### config.mk
export PLATFORM = sky130hd
export DESIGN_NAME = imm_gen_stage
export DESIGN_NICKNAME = d
export VERILOG_FILES = /design/src/rtl/imm_gen_stage.sv
export SDC_FILE = /design/constraint.sdc
export NUM_CORES = 1
export LEC_CHECK = 0
export ABC_CLOCK_PERIOD_IN_PS = 3600
export BUFFER_PORTS_ARGS = -buffer_cell sky130_fd_sc_hd__buf_2
export CAP_MARGIN = 10
export CELL_PAD_IN_SITES_DETAIL_PLACEMENT = 0
export CELL_PAD_IN_SITES_GLOBAL_PLACEMENT = 1
export CORE_MARGIN = 4
export CORE_UTILIZATION = 42
export CTS_CLUSTER_SIZE = 16
export DETAILED_ROUTE_END_ITERATION = 10
export HOLD_SLACK_MARGIN = 0.1
export PLACE_DENSITY_LB_ADDON = 0.1
export SKIP_CTS_REPAIR_TIMING = 1
export SLEW_MARGIN = 20
export SYNTH_ARGS = -nofsm -noshare
export SYNTH_HDL_FRONTEND = slang
export SYNTH_SLANG_ARGS = --single-unit
### constraint.sdc
create_clock -name i_clk -period 3.6 [get_ports i_clk]
set_clock_uncertainty 0.1 [all_clocks]
set_input_delay 0.72 -clock i_clk [delete_from_list [all_inputs] [get_ports i_clk]]
set_output_delay 0.72 -clock i_clk [all_outputs]
set_load 0.1 [all_outputs]
### src/rtl/imm_gen_stage.sv
// Registered RISC-V immediate generator with PC-relative target precompute.
// Ports: i_clk/i_reset, i_valid/i_instr/i_pc/i_imm_sel in; i_stall/i_flush control;
//        o_valid/o_imm/o_target/o_fmt/o_is_branch/o_is_jal/o_illegal out.
module imm_gen_stage #(
    parameter int XLEN        = 32,
    parameter bit AUTO_DECODE = 1'b1,
    parameter int PIPE_DEPTH  = 1
) (
    input  logic            i_clk,
    input  logic            i_reset,
    input  logic            i_valid,
    input  logic [31:0]     i_instr,
    input  logic [XLEN-1:0] i_pc,
    input  logic [3:0]      i_imm_sel,
    input  logic            i_stall,
    input  logic            i_flush,
    output logic            o_valid,
    output logic [XLEN-1:0] o_imm,
    output logic [XLEN-1:0] o_target,
    output logic [2:0]      o_fmt,
    output logic            o_is_branch,
    output logic            o_is_jal,
    output logic            o_illegal
);

    typedef enum logic [2:0] {
        F_NONE = 3'd0,
        F_I    = 3'd1,
        F_S    = 3'd2,
        F_B    = 3'd3,
        F_J    = 3'd4,
        F_U    = 3'd5,
        F_Z    = 3'd6
    } fmt_e;

    typedef struct packed {
        logic            valid;
        logic [XLEN-1:0] imm;
        logic [XLEN-1:0] pc;
        fmt_e            fmt;
        logic            illegal;
    } s1_t;

    typedef struct packed {
        logic            valid;
        logic [XLEN-1:0] imm;
        logic [XLEN-1:0] target;
        fmt_e            fmt;
        logic            illegal;
    } out_t;

    fmt_e               fmt_d;
    logic               ill_d;
    logic signed [31:0] imm32;
    logic [XLEN-1:0]    imm_d;

    always_comb begin
        fmt_d = F_NONE;
        ill_d = 1'b0;
        if (AUTO_DECODE) begin
            unique case (i_instr[6:0])
                7'b0010011,
                7'b0000011,
                7'b1100111: fmt_d = F_I;
                7'b1110011: fmt_d = i_instr[14] ? F_Z : F_I;
                7'b0100011: fmt_d = F_S;
                7'b1100011: fmt_d = F_B;
                7'b1101111: fmt_d = F_J;
                7'b0110111,
                7'b0010111: fmt_d = F_U;
                7'b0110011,
                7'b0111011: fmt_d = F_NONE;
                default:    ill_d = 1'b1;
            endcase
        end else begin
            unique case (i_imm_sel[3:2])
                2'b00: begin
                    unique case (i_imm_sel[1:0])
                        2'b00:   fmt_d = F_I;
                        2'b01:   fmt_d = F_S;
                        2'b10:   fmt_d = F_B;
                        default: fmt_d = F_NONE;
                    endcase
                end
                2'b01:   fmt_d = F_J;
                2'b10:   fmt_d = F_U;
                default: fmt_d = F_NONE;
            endcase
        end
    end

    // Every format fits in 32 bits; widening the signed value gives the
    // RV64 sign extension (Z is non-negative, so it zero-extends).
    always_comb begin
        imm32 = '0;
        unique case (fmt_d)
            F_I: imm32 = {{20{i_instr[31]}}, i_instr[31:20]};
            F_S: imm32 = {{20{i_instr[31]}}, i_instr[31:25],
                          i_instr[11:7]};
            F_B: imm32 = {{19{i_instr[31]}}, i_instr[31], i_instr[7],
                          i_instr[30:25], i_instr[11:8], 1'b0};
            F_J: imm32 = {{11{i_instr[31]}}, i_instr[31],
                          i_instr[19:12], i_instr[20],
                          i_instr[30:21], 1'b0};
            F_U: imm32 = {i_instr[31:12], 12'b0};
            F_Z: imm32 = {27'b0, i_instr[19:15]};
            default: imm32 = '0;
        endcase
        imm_d = XLEN'(imm32);
    end

    out_t src;
    out_t out_q;

    generate
        if (PIPE_DEPTH == 1) begin : g_d1
            assign src.valid   = i_valid;
            assign src.imm     = imm_d;
            assign src.target  = i_pc + imm_d;
            assign src.fmt     = fmt_d;
            assign src.illegal = ill_d;
        end else begin : g_d2
            s1_t s1_q;

            always_ff @(posedge i_clk or posedge i_reset) begin
                if (i_reset) begin
                    s1_q <= '0;
                end else if (i_flush) begin
                    s1_q <= '0;
                end else if (!i_stall) begin
                    if (i_valid) begin
                        s1_q <= '{valid: 1'b1, imm: imm_d, pc: i_pc,
                                  fmt: fmt_d, illegal: ill_d};
                    end else begin
                        s1_q <= '0;
                    end
                end
            end

            // An empty stage-1 entry is all zero, so its target is zero too.
            assign src.valid   = s1_q.valid;
            assign src.imm     = s1_q.imm;
            assign src.target  = s1_q.pc + s1_q.imm;
            assign src.fmt     = s1_q.fmt;
            assign src.illegal = s1_q.illegal;
        end
    endgenerate

    always_ff @(posedge i_clk or posedge i_reset) begin
        if (i_reset) begin
            out_q <= '0;
        end else if (i_flush) begin
            out_q <= '0;
        end else if (!i_stall) begin
            out_q <= src.valid ? src : '0;
        end
    end

    assign o_valid     = out_q.valid;
    assign o_imm       = out_q.imm;
    assign o_target    = out_q.target;
    assign o_fmt       = out_q.fmt;
    assign o_is_branch = (out_q.fmt == F_B);
    assign o_is_jal    = (out_q.fmt == F_J);
    assign o_illegal   = out_q.illegal;

endmodule

==> impl_metrics.ini, run 1 <==
[clock_tree]
sink_count = 69
tritoncts = built
clk_pin_slew_ns = 0.06
clk_tree_root_cell = clkbuf_16
ctsHtreeMaxLevel = 3
cts.path.max_buffers = 2
tritoncts.num_buffers = 9
clock_latency_at_the_later_pin_of_the_worst_skew_pair_ns = 0.33

[flow_run]
drv_cap = 0

[drt]
ant_nets = 0
routed_wire_length_per_instance_um = 17.2
wirelength_mm = 18.3
drt_pass1_iterations = 5
dr_total_vias = 5877
drt-vias-per-instance = 5.51
drt_drc_violations_left = 0
drtIter0Drc = 380

[power_and_ir_drop]
power.switching_fraction_pct = 32.9
maximum_resistive_drop_on_vdd_uv = 231
internal_power_w = 0.00163
seq_power_share_pct = 33.2
total_switching_power_w = 0.000799
leakage_nw = 3.93
combPwrFrac_pct = 26.8
power.density_nw_per_um2 = 316
report.power.total_w = 0.00243
clockPowerShare_pct = 40.0

[logic_synthesis]
yosys.cell_types.count = 77
number_of_standard_cells_after_synthesis = 645
syn-num-nets = 735
synth_enable_flop_cells = 0
top_ff_cell_synth = dfrtp_1
synth.avg_cell_area_um2 = 8.16
synth-warning-count = 0
synth.ff_latch_count = 69
synth.yosys.seq_area_share_pct = 32.8
syn_std_cell_area_um2 = 5270
post-synth-top-area-cell = dfrtp_1
post_synth_arst_share_pct = 100
synth_top_area_share_pct = 32.8
netlist_top_cells_area = dfrtp_1 (33%), nand2_1 (7.4%), o21ai_0 (4.8%)

[global_routing]
via_count_of_the_first_global_routing_pass = 5746
antenna_violations_before_repair = 0
grt_overflow = 0
globalRouteTotalUtil_pct = 25.8
wire_length_of_the_first_global_routing_pass_mm = 29.8
grt_start_max_net_pins = 37

[place]
dpl_worst_slack_ns = -1.82
detailed_place.area_um2 = 7140
place_hpwl_mm = 14.4
place.port_buffers = 139
routabilityCongestion = 0.956

[timing]
post-route-min-period_ns = 4.98
setup_repair_after_global_routing_missed_its_margin = true
timing.final.crit_share_pct = 138
slew_headroom_pct = 39.2
finalMaxSlewViolations = 0
tightestPinTransition_ns = 0.910
fin_ws_ns = -1.38
timing.final.setup_violations = 25
timing_hold_violations_final = 0
max_clock_freq_mhz = 201
worst_hold_slack_ns = 0.362

[worst_setup_path]
worstPathMaxFanout = 4
crit_path_end_kind = flip-flop
timing.critical_path.buf_inv = 3
worst-endpoint-required_ns = 3.73
timing.critical_path.slowest_stage_cell = or4_4
crit_family = compound AO/OA/AOI/OAI gates
critical_path.max_stage_delay_ns = 0.59
timing_worst_setup_path_type = input port to flip-flop
cp_data_arrival_time_ns = 5.11
critical_path.cell_chain = buf_6 -> or3_1 -> a41o_1 -> or4_4 -> o21ai_4 -> a222oi_1 -> inv_1 -> buf_6 -> ha_4 -> a21oi_4 -> a21oi_2 -> or2_4 -> o211ai_1 -> a22oi_2 -> o211ai_2 -> a31oi_4 -> o21ai_4 -> nor3_4 -> o211ai_2 -> a21boi_2 -> or3_1 -> a32o_1
worst_setup_path_start_kind = input port

[cells_and_area]
final_design_area_no_fill_um2 = 7690
final_core_utilization_pct = 63.2
final_layout_size_suffix_gt1_share_pct = 39.5
area_delta_synth_final_pct = 46.0
nNetsFinal = 983
antennaDiodeCount = 0

[die]
die_ht_um = 120
initial_utilization_pct = 43.3
num_rows = 40
core_area_um2 = 12200
design.portCount = 144
die_w_um = 120
design.die.area_um2 = 14400

[hold_path]
hold_path_class = input port to async pin

[outcome]
violations = setup timing
outcome = finished, violations left
## stage by stage
| step | std cells | setup TNS [ns] |
|---|---|---|
| 6_report | 1066 | -24.79 |
| 5_1_grt | 1066 | -29.10 |
| 4_1_cts | 1058 | -24.88 |
| 3_5_place_dp | 1042 | -34.52 |
| 3_3_place_gp | 1042 | -32.03 |
| 2_1_floorplan | 645 | -22.74 |
## routing by layer
layer	track usage [%]	part of all wire [%]	up-vias
met5	0	0	-
met4	8.52	1.9	0
met3	3.39	5.2	26
met2	42.5	47	202
met1	34.9	46	2811
li1	-	-	2838
## final timing paths
kind | from | end | slack [ns] | cells past startpoint
worst max register to register | o_target[31] | o_target[31] | 2.71 | 2
worst min-delay path | i_reset | o_imm[16] | 0.36 | 2
min in group i_clk | o_target[15] | o_target[15] | 0.37 | 2
max in group asynchronous | i_reset | o_target[10] | 2.17 | 3
worst min register to register | o_target[15] | o_target[15] | 0.37 | 2
worst max-delay path | i_instr[2] | o_target[29] | -1.38 | 22
## cell usage after synthesis, types with 4 or more instances
| cell type | number |
|---|---|
| o21ai_0 | 51 |
| nor3_1 | 5 |
| xor2_1 | 18 |
| nand3_1 | 11 |
| o21ai_1 | 11 |
| or3_1 | 4 |
| and2_1 | 9 |
| a21oi_1 | 45 |
| o22a_1 | 4 |
| clkbuf_1 | 31 |
| a21o_1 | 11 |
| inv_1 | 15 |
| a222oi_1 | 4 |
| xnor2_1 | 25 |
| a31oi_1 | 15 |
| nand4_1 | 4 |
| maj3_1 | 9 |
| o211ai_1 | 4 |
| ha_1 | 16 |
| or2_2 | 6 |
| nor2b_1 | 16 |
| dfrtp_1 | 69 |
| nand2_1 | 104 |
| o22ai_1 | 8 |
| a22o_1 | 29 |
| nor2_1 | 42 |
| buf_2 | 5 |
## sequential cells by signal, indices dropped and copies added (netlist names)
register	flops
o_valid	1
o_fmt	3
o_imm	32
o_illegal	1
o_target	32
## power by group through the flow
| stage | clock network, W | registers (W) | logic [W] |
|---|---|---|---|
| after CTS | 0.000990 | 0.000807 | 0.000630 |
| after detailed placement | 0 | 0.000821 | 0.000628 |
| after global placement | 0 | 0.000821 | 0.000618 |
| final | 0.000972 | 0.000807 | 0.000651 |
| after floorplan | 0 | 0.000972 | 0.000248 |
| after global routing | 0.00103 | 0.000809 | 0.000702 |
## worst reg2reg max path, cell delays in order, from the launching register on
cell	delay [ns]
dfrtp_1	0.40
a22oi_1	0.18
mux2i_1	0.09
## cells by family (layout without fill, tap and decap cells)
family / count (synthesis) / after routing / synth area share, %
AO/OA/AOI/OAI: 226 / 226 / 29.3
AND/OR/NAND/NOR: 221 / 221 / 19.7
flip-flops: 69 / 69 / 32.8
buffers and inverters: 56 / 309 / 4.35
XOR/XNOR: 43 / 43 / 7.15
adder cells (fa/ha/maj): 26 / 26 / 5.89
multiplexers: 4 / 4 / 0.784
## final cells by class
| class | count | area [µm²] |
|---|---|---|
| Clock buffer | 10 | 229 |
| Clock inverter | 6 | 86.3 |
| Fill cell | 1082 | 4470 |
| Inverter | 15 | 56.3 |
| Multi-Input combinational cell | 520 | 3600 |
| Sequential cell | 69 | 1730 |
| Tap cell | 168 | 210 |
| Timing Repair Buffer | 278 | 1780 |
## layout by cell type (no fill, tap or decap), drive strengths merged, types with 4 or more instances in the layout
cell / synthesis / routed
o22ai: 8 / 8
a222oi: 4 / 4
dfrtp: 69 / 69
o21a: 4 / 4
nor2: 42 / 42
nand2: 104 / 104
a22o: 29 / 29
o211ai: 6 / 6
buf: 9 / 278
a21oi: 46 / 46
o21ai: 64 / 64
a22oi: 4 / 4
and2: 9 / 9
nor3: 6 / 6
ha: 16 / 16
or3: 4 / 4
o22a: 4 / 4
maj3: 9 / 9
a31oi: 16 / 16
or2: 6 / 6
a21o: 11 / 11
xor2: 18 / 18
nor2b: 16 / 16
xnor2: 25 / 25
nand4: 4 / 4
nand3: 11 / 11
clkbuf: 32 / 10
inv: 15 / 16
No activity file was read; power rests on OpenSTA's default activity.
==> run 2, diff against run 1 <==
--- a/config.mk
+++ b/config.mk
@@ -5,7 +5,7 @@
 export SDC_FILE = /design/constraint.sdc
 export NUM_CORES = 1
 export LEC_CHECK = 0
-export ABC_CLOCK_PERIOD_IN_PS = 3600
+export ABC_CLOCK_PERIOD_IN_PS = 6250
 export BUFFER_PORTS_ARGS = -buffer_cell sky130_fd_sc_hd__buf_2
 export CAP_MARGIN = 10
 export CELL_PAD_IN_SITES_DETAIL_PLACEMENT = 0
==> constraint.sdc (replaced) <==
create_clock -name i_clk -period 6.25 [get_ports i_clk]
set_clock_uncertainty 0.1 [all_clocks]
set_input_delay 1.25 -clock i_clk [delete_from_list [all_inputs] [get_ports i_clk]]
set_output_delay 1.25 -clock i_clk [all_outputs]
set_load 0.1 [all_outputs]
==> impl_metrics.ini, run 2 (same netlist as run 1, synthesis figures left out) <==
[outcome]
outcome = finished, final reports clean

[worst_setup_path]
crit_path_end_kind = flip-flop
timing.rr.end = o_target[31]
cp_data_arrival_time_ns = 6.06
worst-endpoint-required_ns = 6.38
regToRegSetupSlack_ns = 5.37
worst_setup_path_start_kind = input port
r2r_cells = 2
timing_worst_setup_path_type = input port to flip-flop
timing.rr.start = o_target[31]
worstPathMaxFanout = 3

[power_and_ir_drop]
report.power.total_w = 0.00132
power.density_nw_per_um2 = 198
maximum_resistive_drop_on_vdd_uv = 147
leakage_nw = 3.38

[hold_path]
hold_path_class = flip-flop to flip-flop
hold_depth = 2
worstHoldStart = o_valid
hold_path_end = o_valid

[place]
routabilityCongestion = 0.882
place.port_buffers = 139
placed_cells = 954
place_hpwl_mm = 12.2

[global_routing]
globalRouteTotalUtil_pct = 22.7
via_count_of_the_first_global_routing_pass = 5167
grt_overflow = 0
antenna_violations_before_repair = 0
wire_length_of_the_first_global_routing_pass_mm = 26.4
grt_start_max_net_pins = 71

[die]
die_ht_um = 120
core_area_um2 = 12200
num_rows = 40
design.portCount = 144
die_w_um = 120
initial_utilization_pct = 43.3
design.die.area_um2 = 14400

[drt]
drt-vias-per-instance = 5.56
wirelength_mm = 16.4
drt_drc_violations_left = 0
drt_pass1_iterations = 5
routed_wire_length_per_instance_um = 16.9
drtIter0Drc = 372
dr_total_vias = 5390
ant_nets = 0

[clock_tree]
clk_tree_root_cell = clkbuf_16
tritoncts = built
ctsHtreeMaxLevel = 3
clock_latency_at_the_later_pin_of_the_worst_skew_pair_ns = 0.34
sink_count = 69
clk_pin_slew_ns = 0.06
tritoncts.num_buffers = 9
cts.path.max_buffers = 2

[cells_and_area]
final_layout_size_suffix_gt1_share_pct = 28.6
antennaDiodeCount = 0
nNetsFinal = 887
area_delta_synth_final_pct = 26.5
area_of_combinational_cells_with_multiple_inputs_um2 = 3340
num-fill-cells = 1198
instances_no_fill = 970
layout.area.seq_um2 = 1730
mostFrequentLayoutCells = buf_2 (139), nand2_1 (104), dfrtp_1 (69), o21ai_0 (50), a21oi_1 (44)
commonest_non_fill_non_tap_cell_in_the_layout = buf_2
final_core_utilization_pct = 54.8

[timing]
setup_repair_after_global_routing_missed_its_margin = false
timing.setup.tns_ns = 0
tightestPinTransition_ns = 0.893
max_clock_freq_mhz = 169
finalMaxSlewViolations = 0
post-route-min-period_ns = 5.93
slew_headroom_pct = 40.5
timing_hold_violations_final = 0
timing.final.setup_violations = 0
timing.final.crit_share_pct = 94.8

[flow_run]
drv_cap = 0
==> run 2: cell count changes in the layout (fill, tap and decap cells not counted), moves of 3 or more <==
cell,before,now
ha_1,12,16
xnor2_1,21,25
buf_4,134,43
xnor2_2,4,0
o21ai_1,20,12
a21oi_4,3,0
buf_6,4,0
a21oi_1,37,44
o21ai_0,39,50
a21oi_2,6,2
ha_4,3,0
==> run 2: critical path, stage by stage <==
cell	delay, ns
buf_2	0.10
or3_1	0.38
a41o_1	0.28
or4_4	0.55
o311ai_0	0.34
buf_4	0.18
ha_1	0.15
inv_1	0.06
fa_1	0.38
nor2b_1	0.23
o31ai_2	0.11
a21oi_2	0.21
maj3_1	0.23
o221a_2	0.20
a31oi_1	0.15
nor3_2	0.23
o211ai_1	0.18
a21oi_2	0.23
o21ai_1	0.12
a21oi_1	0.23
mux2i_1	0.21
nand2_1	0.06
==> run 2: worst max path at each step <==
stage	start	to	slack [ns]	cells after the start
after floorplan	i_instr[2]	o_target[24]	0.13	21
after global placement	i_instr[2]	o_target[30]	-0.07	22
after detailed placement	i_instr[2]	o_target[30]	-0.16	22
after CTS	i_instr[2]	o_target[30]	0.18	22
after global routing	i_instr[2]	o_target[24]	0.05	21
final	i_instr[2]	o_target[30]	0.32	22
==> run 2: power by group <==
part | total (W) | internal, W | switching [W]
combinational | 0.000317 | 0.0000948 | 0.000222
sequential | 0.000465 | 0.000459 | 0.00000624
clock | 0.000539 | 0.000331 | 0.000208
total | 0.00132 | 0.000884 | 0.000437
==> run 2: layout make-up <==
cell class / instances / area share (%)
flip-flops and latches: 69 / 25.9
multi-input cells: 520 / 50.1
clock buffers: 11 / 3.79
clock inverters: 5 / 0.883
inverters: 15 / 0.845
repair buffers: 182 / 15.3
well taps: 168 / 3.16
==> run 2: per-layer routing <==
metal	part of all wire, %	GRT usage, %	vias up
met5	0	0	-
met4	1.8	7.95	0
met3	4.9	3.11	20
met2	48	37.6	163
met1	45	30.3	2568
li1	-	-	2639
==> run 2: through the flow <==
| step | cell area (µm²) | hold slack [ns] | setup slack, ns |
|---|---|---|---|
| after CTS | 6650 | 0.374 | 0.175 |
| after global routing | 6660 | 0.390 | 0.0504 |
| after floorplan | 5270 | 0.861 | 0.128 |
| after detailed placement | 6340 | 0.360 | -0.161 |
| final | 6660 | 0.366 | 0.323 |
| after global placement | 6340 | 0.354 | -0.0742 |
==> run 3, diff against run 2 <==
--- a/config.mk
+++ b/config.mk
@@ -5,6 +5,7 @@
 export SDC_FILE = /design/constraint.sdc
 export NUM_CORES = 1
 export LEC_CHECK = 0
+export ABC_AREA = 1
 export ABC_CLOCK_PERIOD_IN_PS = 6250
 export BUFFER_PORTS_ARGS = -buffer_cell sky130_fd_sc_hd__buf_2
 export CAP_MARGIN = 10
@@ -12,6 +13,7 @@
 export CELL_PAD_IN_SITES_GLOBAL_PLACEMENT = 1
 export CORE_MARGIN = 4
 export CORE_UTILIZATION = 42
+export CTS_BUF_LIST = sky130_fd_sc_hd__clkbuf_4 sky130_fd_sc_hd__clkbuf_8
 export CTS_CLUSTER_SIZE = 16
 export DETAILED_ROUTE_END_ITERATION = 10
 export HOLD_SLACK_MARGIN = 0.1
==> impl_metrics.ini, run 3 <==
[power_and_ir_drop]
maximum_resistive_drop_on_vdd_uv = 94.3
internal_power_w = 0.000711
clockPowerShare_pct = 33.5
combPwrFrac_pct = 25.6
leakage_nw = 4.08
total_switching_power_w = 0.000421
power.switching_fraction_pct = 37.2
power.density_nw_per_um2 = 167
seq_power_share_pct = 40.9

[place]
dpl_worst_slack_ns = 1.08
routabilityCongestion = 0.933
place.port_buffers = 139
placed_cells = 1169
place_hpwl_mm = 15.1

[clock_tree]
tritoncts = built
clk_tree_root_cell = clkbuf_8
tritoncts.num_buffers = 9
cts.path.max_buffers = 2
sink_count = 69
ctsHtreeMaxLevel = 3
clk_pin_slew_ns = 0.08
clock_latency_at_the_later_pin_of_the_worst_skew_pair_ns = 0.37

[drt]
drtIter0Drc = 505
dr_total_vias = 6023
wirelength_mm = 18.7
drt_pass1_iterations = 5
routed_wire_length_per_instance_um = 15.8
drt-vias-per-instance = 5.08
ant_nets = 0
drt_drc_violations_left = 0

[hold_path]
hold_depth = 2
hold_path_class = flip-flop to flip-flop

[worst_setup_path]
cp_data_arrival_time_ns = 5.03
worst-endpoint-required_ns = 6.40
worst_setup_path_start_kind = input port
crit_path_end_kind = flip-flop
r2r_cells = 1
timing_worst_setup_path_type = input port to flip-flop
worstPathMaxFanout = 5

[global_routing]
via_count_of_the_first_global_routing_pass = 5629
globalRouteTotalUtil_pct = 24.2
wire_length_of_the_first_global_routing_pass_mm = 30.0
grt_overflow = 0
grt_start_max_net_pins = 70
antenna_violations_before_repair = 1

[cells_and_area]
area_delta_synth_final_pct = 18.1
mostFrequentLayoutCells = nand2_1 (290), buf_2 (139), inv_1 (112), dfrtp_1 (69), nand3_1 (67)
commonest_non_fill_non_tap_cell_in_the_layout = nand2_1
final_layout_size_suffix_gt1_share_pct = 24.3
nNetsFinal = 1094
instances_no_fill = 1186
num-fill-cells = 1450

[timing]
finalMaxSlewViolations = 0
timing.setup.tns_ns = 0
max_clock_freq_mhz = 205
timing.final.setup_violations = 0
tightestPinTransition_ns = 0.904
setup_repair_after_global_routing_missed_its_margin = false
timing.final.crit_share_pct = 78.1
fin_ws_ns = 1.37
timing_hold_violations_final = 0
post-route-min-period_ns = 4.88
slew_headroom_pct = 39.7

[die]
core_area_um2 = 13300
num_rows = 42
die_w_um = 125
design.die.area_um2 = 15600
die_ht_um = 125
initial_utilization_pct = 43.1
design.portCount = 144

[logic_synthesis]
post-synth-top-area-cell = dfrtp_1
post_synth_arst_share_pct = 100
yosys.cell_types.count = 45
syn-num-nets = 961
netlist_top_cells_area = dfrtp_1 (30%), nand2_1 (19%), inv_1 (7.4%)
synth.avg_cell_area_um2 = 6.57
synth.yosys.seq_area_share_pct = 30.2
number_of_standard_cells_after_synthesis = 871
synth_top_area_share_pct = 30.2
top_ff_cell_synth = dfrtp_1
synth-warning-count = 0
synth.ff_latch_count = 69
synth_most_common_cell = nand2_1
netlist_top_cells_count = nand2_1 (290), inv_1 (113), dfrtp_1 (69)
syn_std_cell_area_um2 = 5730
synth_enable_flop_cells = 0

[flow_run]
drv_cap = 0

[outcome]
outcome = finished, final reports clean
[run 3: changes by cell type after synthesis, sizes merged, moves of 14 or more]
cell | previous run | this run
nand2 | 104 | 319
o21ai | 64 | 48
nand3 | 11 | 80
nor2b | 16 | 0
nor2 | 42 | 76
xnor2 | 25 | 0
inv | 15 | 126
nand4 | 4 | 18
a31oi | 16 | 0
clkbuf | 32 | 12
xor2 | 18 | 3
[run 3: logic make-up (layout without fill, tap and decap cells)]
kind of cell,Yosys count,after routing,share of synthesized area [%]
other,0,1,0
and+or+nand+nor,512,512,42.1
AOI/OAI and AO/OA,123,123,13.1
buffers and inverters,147,285,10.3
xor gates and xnor gates,3,3,0.459
DFF,69,69,30.2
adders and majority gates,17,17,3.85
[run 3: layer usage]
layer	track usage, %	share of wire [%]	wire length [µm]
met2	36.3	43	8040
met3	4.33	5.8	1090
met1	35.6	49	9220
met4	6.96	1.9	363
met5	0	0	0
[run 3: path summary, 6_finish.rpt]
| path | from | end | slack (ns) |
|---|---|---|---|
| setup / recovery | i_instr[6] | o_target[25] | 1.37 |
| hold / removal | o_target[31] | o_target[31] | 0.38 |
| setup reg to reg | o_target[10] | o_target[10] | 5.42 |
| hold reg to reg | o_target[31] | o_target[31] | 0.38 |
| max in group asynchronous | i_reset | o_imm[0] | 4.41 |
| min in group asynchronous | i_reset | o_target[29] | 1.04 |
[run 3: worst max-delay path: stages]
cell and delay (ns):
buf_2 0.13, inv_2 0.13, nor2_2 0.08, nand3_4 0.12, nand3_2 0.15, inv_1 0.10, nand2_1 0.11, a221oi_1 0.44
inv_1 0.13, ha_1 0.35, nand3_1 0.08, nand2_1 0.11, inv_1 0.05, o221ai_1 0.47, nand3_1 0.22, o21ai_0 0.53
nand3_1 0.23, nand3_1 0.13, nand2_1 0.05, nand3_1 0.09, nand2_1 0.07
[run 3: per-stage QoR]
| step | total power, W | util (%) | hold slack, ns | instance area [µm²] |
|---|---|---|---|---|
| after floorplan | 0.000680 | - | 0.884 | 5730 |
| after global placement | 0.000760 | 49.4 | 0.360 | 6560 |
| after detailed placement | 0.000761 | 49.4 | 0.361 | 6560 |
| after CTS | 0.00115 | 50.8 | 0.384 | 6760 |
| after global routing | 0.00119 | 50.9 | 0.399 | 6760 |
| final | 0.00113 | 50.9 | 0.378 | 6760 |
[run 3: area by class of cell]
type / count / area [µm²] / area share, %
Antenna cell: 1 / 2.50 / 0.0370
Multi-Input combinational cell: 655 / 3420 / 50.6
Inverter: 127 / 477 / 7.05
Timing Repair Buffer: 142 / 718 / 10.6
Tap cell: 176 / 220 / 3.26
Clock inverter: 7 / 73.8 / 1.09
Clock buffer: 9 / 124 / 1.83
Sequential cell: 69 / 1730 / 25.5
[run 3: power by group through the flow]
stage          Clock [W]  Sequential (W)  Combinational [W]
6_report        0.000380        0.000463           0.000290
5_1_grt         0.000409        0.000465           0.000316
4_1_cts         0.000392        0.000463           0.000290
3_5_place_dp           0        0.000472           0.000289
3_3_place_gp           0        0.000472           0.000289
2_1_floorplan          0        0.000554           0.000126
